[config.mk]
export PLATFORM = sky130hd
export DESIGN_NAME = prof_log_writer
export DESIGN_NICKNAME = d
export VERILOG_FILES = /design/src/rtl/prof_log_writer.sv
export SDC_FILE = /design/constraint.sdc
export NUM_CORES = 1
export LEC_CHECK = 0
export BUFFER_PORTS_ARGS = -buffer_cell sky130_fd_sc_hd__buf_2
export CORE_MARGIN = 2
export CORE_UTILIZATION = 40
export CTS_CLUSTER_DIAMETER = 60
export CTS_CLUSTER_SIZE = 25
export DETAILED_ROUTE_END_ITERATION = 12
export PLACE_DENSITY_LB_ADDON = 0.12
export SYNTH_ARGS = -nofsm -noshare
export SYNTH_HDL_FRONTEND = slang
export SYNTH_SLANG_ARGS = --single-unit
[constraint.sdc]
create_clock -name clk -period 9.74 [get_ports clk]
set_input_delay 0 -clock clk [delete_from_list [all_inputs] [get_ports clk]]
set_output_delay 0 -clock clk [all_outputs]
set_load 0.01 [all_outputs]
[src/rtl/prof_log_writer.sv]
// prof_log_writer: NCNT saturating 32-bit event counters whose snapshot is
// written as a single AXI4 INCR burst to the "log" buffer at 'offset'.
// Optional build macro: PROF_CLEAR_ON_SNAP_EN -- counters restart from zero
// (or 1 if their event fires in the same cycle) whenever they are snapshotted.
module prof_log_writer #(
    parameter int NCNT = 4
) (
    input  logic             clk,
    input  logic             rst_n,
    input  logic             start,
    input  logic [63:0]      offset,
    output logic             ready,
    output logic             idle,
    output logic             done,
    output logic             err,
    input  logic [NCNT-1:0]  evt,
    output logic [63:0]      awaddr,
    output logic [7:0]       awlen,
    output logic [2:0]       awsize,
    output logic [1:0]       awburst,
    output logic             awvalid,
    input  logic             awready,
    output logic [31:0]      wdata,
    output logic [3:0]       wstrb,
    output logic             wlast,
    output logic             wvalid,
    input  logic             wready,
    input  logic [1:0]       bresp,
    input  logic             bvalid,
    output logic             bready
);

    localparam int IW = (NCNT > 1) ? $clog2(NCNT) : 1;

`ifdef PROF_CLEAR_ON_SNAP_EN
    localparam bit ClearOnSnap = 1'b1;
`else
    localparam bit ClearOnSnap = 1'b0;
`endif

    typedef enum logic [2:0] {IDLE, AW, W, B, DONE} stateT;

    stateT          state;
    logic [31:0]    cnt  [NCNT];
    logic [31:0]    snap [NCNT];
    logic [IW-1:0]  beatIdx;
    logic [63:0]    addrReg;

    assign idle    = (state == IDLE);
    assign ready   = idle && start;
    assign awaddr  = addrReg;
    assign awlen   = 8'(NCNT - 1);
    assign awsize  = 3'b010;
    assign awburst = 2'b01;
    assign wdata   = snap[beatIdx];
    assign wstrb   = 4'hF;

    // Live event counters: saturating increment, optional restart on snapshot.
    always_ff @(posedge clk) begin
        if (!rst_n) begin
            for (int i = 0; i < NCNT; i++) cnt[i] <= '0;
        end else begin
            for (int i = 0; i < NCNT; i++) begin
                // NOTE: non-blocking assignments keep every register update
                // in this edge based on pre-edge values, so order is irrelevant.
                if (ClearOnSnap && ready)
                    cnt[i] <= {31'd0, evt[i]};
                else if (evt[i] && cnt[i] != 32'hFFFF_FFFF)
                    cnt[i] <= cnt[i] + 32'd1;
            end
        end
    end

    // Burst FSM: snapshot, address phase, NCNT data beats, response, done pulse.
    always_ff @(posedge clk) begin
        if (!rst_n) begin
            state   <= IDLE;
            beatIdx <= '0;
            addrReg <= '0;
            err     <= 1'b0;
            awvalid <= 1'b0;
            wvalid  <= 1'b0;
            wlast   <= 1'b0;
            bready  <= 1'b0;
            done    <= 1'b0;
            // NOTE: the snapshot buffer is small and must read as zero after
            // reset, so it is a reset flop array rather than an inferred RAM.
            for (int i = 0; i < NCNT; i++) snap[i] <= '0;
        end else begin
            done <= 1'b0;
            case (state)
                IDLE: begin
                    if (start) begin
                        for (int i = 0; i < NCNT; i++) snap[i] <= cnt[i];
                        addrReg <= offset;
                        err     <= 1'b0;
                        awvalid <= 1'b1;
                        state   <= AW;
                    end
                end
                AW: begin
                    if (awready) begin
                        awvalid <= 1'b0;
                        wvalid  <= 1'b1;
                        beatIdx <= '0;
                        wlast   <= (NCNT == 1);
                        state   <= W;
                    end
                end
                W: begin
                    if (wready) begin
                        if (wlast) begin
                            wvalid <= 1'b0;
                            wlast  <= 1'b0;
                            bready <= 1'b1;
                            state  <= B;
                        end else begin
                            beatIdx <= beatIdx + IW'(1);
                            wlast   <= (beatIdx == IW'(NCNT - 2));
                        end
                    end
                end
                B: begin
                    if (bvalid) begin
                        bready <= 1'b0;
                        err    <= err | (bresp != 2'b00);
                        done   <= 1'b1;
                        state  <= DONE;
                    end
                end
                DONE: begin
                    state <= IDLE;
                end
                default: state <= IDLE;
            endcase
        end
    end

endmodule

==> flow_metrics.tcl <==
set metrics [dict create \
    outcome "finished, final reports clean" \
    crit_chain "ha_1 > nand4_1 > or3_4 > nor4_1 > or2_1 > buf_4 > nor2_1" \
    clock_path_buffers 3 \
    synthDistinctLibCells 57 \
    synth_top_cell_area_share_pct 49.54 \
    cts.htree.levels 2 \
    worstMarginPinSlew_ps 1037 \
    dpl_cell_area_sq_um 16750 \
    antenna_found_initial 0 \
    power.internal_mw 2.526 \
    grt_pass1_wl_mm 61.54 \
    cts_resized 0 \
    place.gp.congestion 0.7728 \
    cts_tree "done" \
    gr-usage-met3_pct 2.955 \
    synth_flop_cell "edfxtp_1" \
    period_minus_slack_ps 2987 \
    power_density_nw_per_um2 180.1 \
    critical_path_class "reg -> reg" \
    drt_first_pass_iters 4 \
    switching_share_pct 24.74 \
    min_path_type "in -> reg" \
    nets 1629 \
    drive_gt1_share_pct 19.85 \
    p_comb_share_pct 8.4 \
    io_buffers 179 \
    detailed_place_hpwl_mm 24.79 \
    synthesis.area_sq_um 15520 \
    gr-max-usage-layer "met2" \
    clkPwrFrac_pct 40.3 \
    worst-path-buf-inv 1 \
    overflow 0 \
    grt_max_degree 105 \
    cts_buffers 34 \
    core-area_sq_um 38470 \
    wl_per_cell_um 18.36 \
    crit_required_ps 10020 \
    crit_fanout 17 \
    stdcell_area_sq_um 18640 \
    initial_core_util_pct 40.34 \
    cp-start-kind "register" \
    fin_worst_skew_ps 15.73 \
    use_met1_pct 27.43 \
    cpPeakStageDelay_ps 530 \
    cts_root_buf "clkbuf_16" \
    synth-edff-count 256 \
    p_sw_mw 0.8303 \
    synthCells 1323 \
    rsz0062_at_grt "no" \
    ir_drop_mv 0.1152 \
    finalSetupTns_ps 0 \
    synth_warnings 0 \
    syn_area_per_cell_sq_um 11.73 \
    end_kind "register" \
    final_common_cell "edfxtp_1" \
    viasPerCell 5.122 \
    slowest_stage "or2_1" \
    finalPower_mw 3.357 \
    ant_nets 0 \
    dieArea_sq_um 40390 \
    hold_viol 0 \
    final_core_util_pct 48.46 \
    drc 0 \
    max_cap_violations 0 \
    ys_async_sr_fraction_pct 0 \
    std_cell_rows 72 \
    antenna_cells 0 \
    final_cell_mix "edfxtp_1 (256), buf_2 (178), nand2_1 (172)" \
    fin_crit_sh_pct 30.66 \
    die_y_um 201.0 \
    seq_power_share_pct 51.3 \
    grt_pass1_vias 10580 \
    path_clk_slew_ps 70 \
    slew_headroom_pct 30.87 \
    syn2layout_area_growth_pct 20.12 \
    grt_usage_pct 19.13 \
    yosys-top-cells-area "edfxtp_1 (50%), dfxtp_1 (9.9%), and3_1 (5.6%)" \
    clk_latency_ps 530 \
    yosysSeqAreaShare_pct 59.47 \
    cts.sinks 333 \
    fmax_ghz 0.3348 \
    holdWs_ps 29.75 \
    synth_top_area_cell "edfxtp_1" \
    wirelength_mm 38.37 \
    grt.met2_usage_pct 29.89 \
    path_delay_family "simple AND/OR/NAND/NOR gates" \
    io_pins 197 \
    drt_iter0_markers 839 \
    num_vias 10710 \
    ys_ff_latch 333 \
    leakagePower_nw 7.416 \
    cp.arrival_ps 3260 \
    die_w_um 201.0 \
    final-setup-viol-count 0 \
    drv_slew 0 \
]
[cell usage after synthesis, drive strengths merged (32+ instances only)]
library cell and instances:
a21boi 65, and3 140, buf 39, clkbuf 54
dfxtp 77, edfxtp 256, mux4 32, nand2 176
nand3 51, nand4 45, nor2 144, xnor2 37
xor2 79
[what timing repair did]
action                                 4_1_cts  5_1_grt
setup buffers                                0        0
endpoints found under the hold margin       83        0
hold buffers                                74        0
[state kept, by name (all words and copies together), names as in the netlist, named ones only]
signal,count
cnt,128
snap,128
wlast,1
awaddr,64
state,3
wvalid,1
beatIdx,2
awvalid,1
done,1
err,1
bready,1
[area by class of cell]
type	instances	area [sq um]
Sequential cell	333	9230
Clock buffer	37	914.6
Multi-Input combinational cell	892	5794
Fill cell	3500	19830
Tap cell	518	648.1
Clock inverter	23	232.7
Timing Repair Buffer	267	1744
Inverter	20	77.57
[power groups by stage]
stage,clock network (mW),logic (mW),registers (mW)
4_1_cts,1.39,0.287,1.72
3_5_place_dp,0,0.262,1.75
6_report,1.35,0.282,1.72
5_1_grt,1.44,0.315,1.73
2_1_floorplan,0,0.167,1.73
3_3_place_gp,0,0.260,1.75
[final timing paths]
check	startpoint	slack, ps	depth (start not counted)	to
setup / recovery	cnt[1][0]	6750	7	cnt[1][4]
hold / removal	evt[3]	30	3	cnt[3][24]
setup reg to reg	cnt[1][0]	6750	7	cnt[1][4]
hold reg to reg	err	450	2	err
[worst min-delay path, delay by kind of cell]
family / cells / cell delay, ps
AND/OR/NAND/NOR: 1 / 80
AO/OA/AOI/OAI: 1 / 200
buffers and inverters: 1 / 110
[cell families (layout without fill, tap and decap cells)]
group | after synthesis | after routing | share of synthesized area, %
other | 2 | 17 | 0.04839
multiplexers | 33 | 33 | 4.717
adder cells (fa/ha/maj) | 5 | 5 | 0.4031
XOR/XNOR | 116 | 116 | 6.547
AO/OA/AOI/OAI | 96 | 96 | 4.434
AND/OR/NAND/NOR | 625 | 625 | 20.66
flip-flops | 333 | 333 | 59.47
buffers and inverters | 113 | 347 | 3.725
[per-stage QoR]
stage	std cells	worst slack, ps
3_5_place_dp	1956	6785
3_3_place_gp	1956	6817
5_1_grt	2090	6533
4_1_cts	2090	6770
6_report	2090	6753
2_1_floorplan	1338	5119
[per-layer routing]
metal | routed length, um | up-vias | share of wire [%]
met5 | 0 | - | 0
li1 | - | 5194 | -
met1 | 18080 | 5231 | 47
met2 | 17660 | 222 | 46
met4 | 1042 | 0 | 2.7
met3 | 1595 | 58 | 4.2
Power figures use the tool's default switching activity.
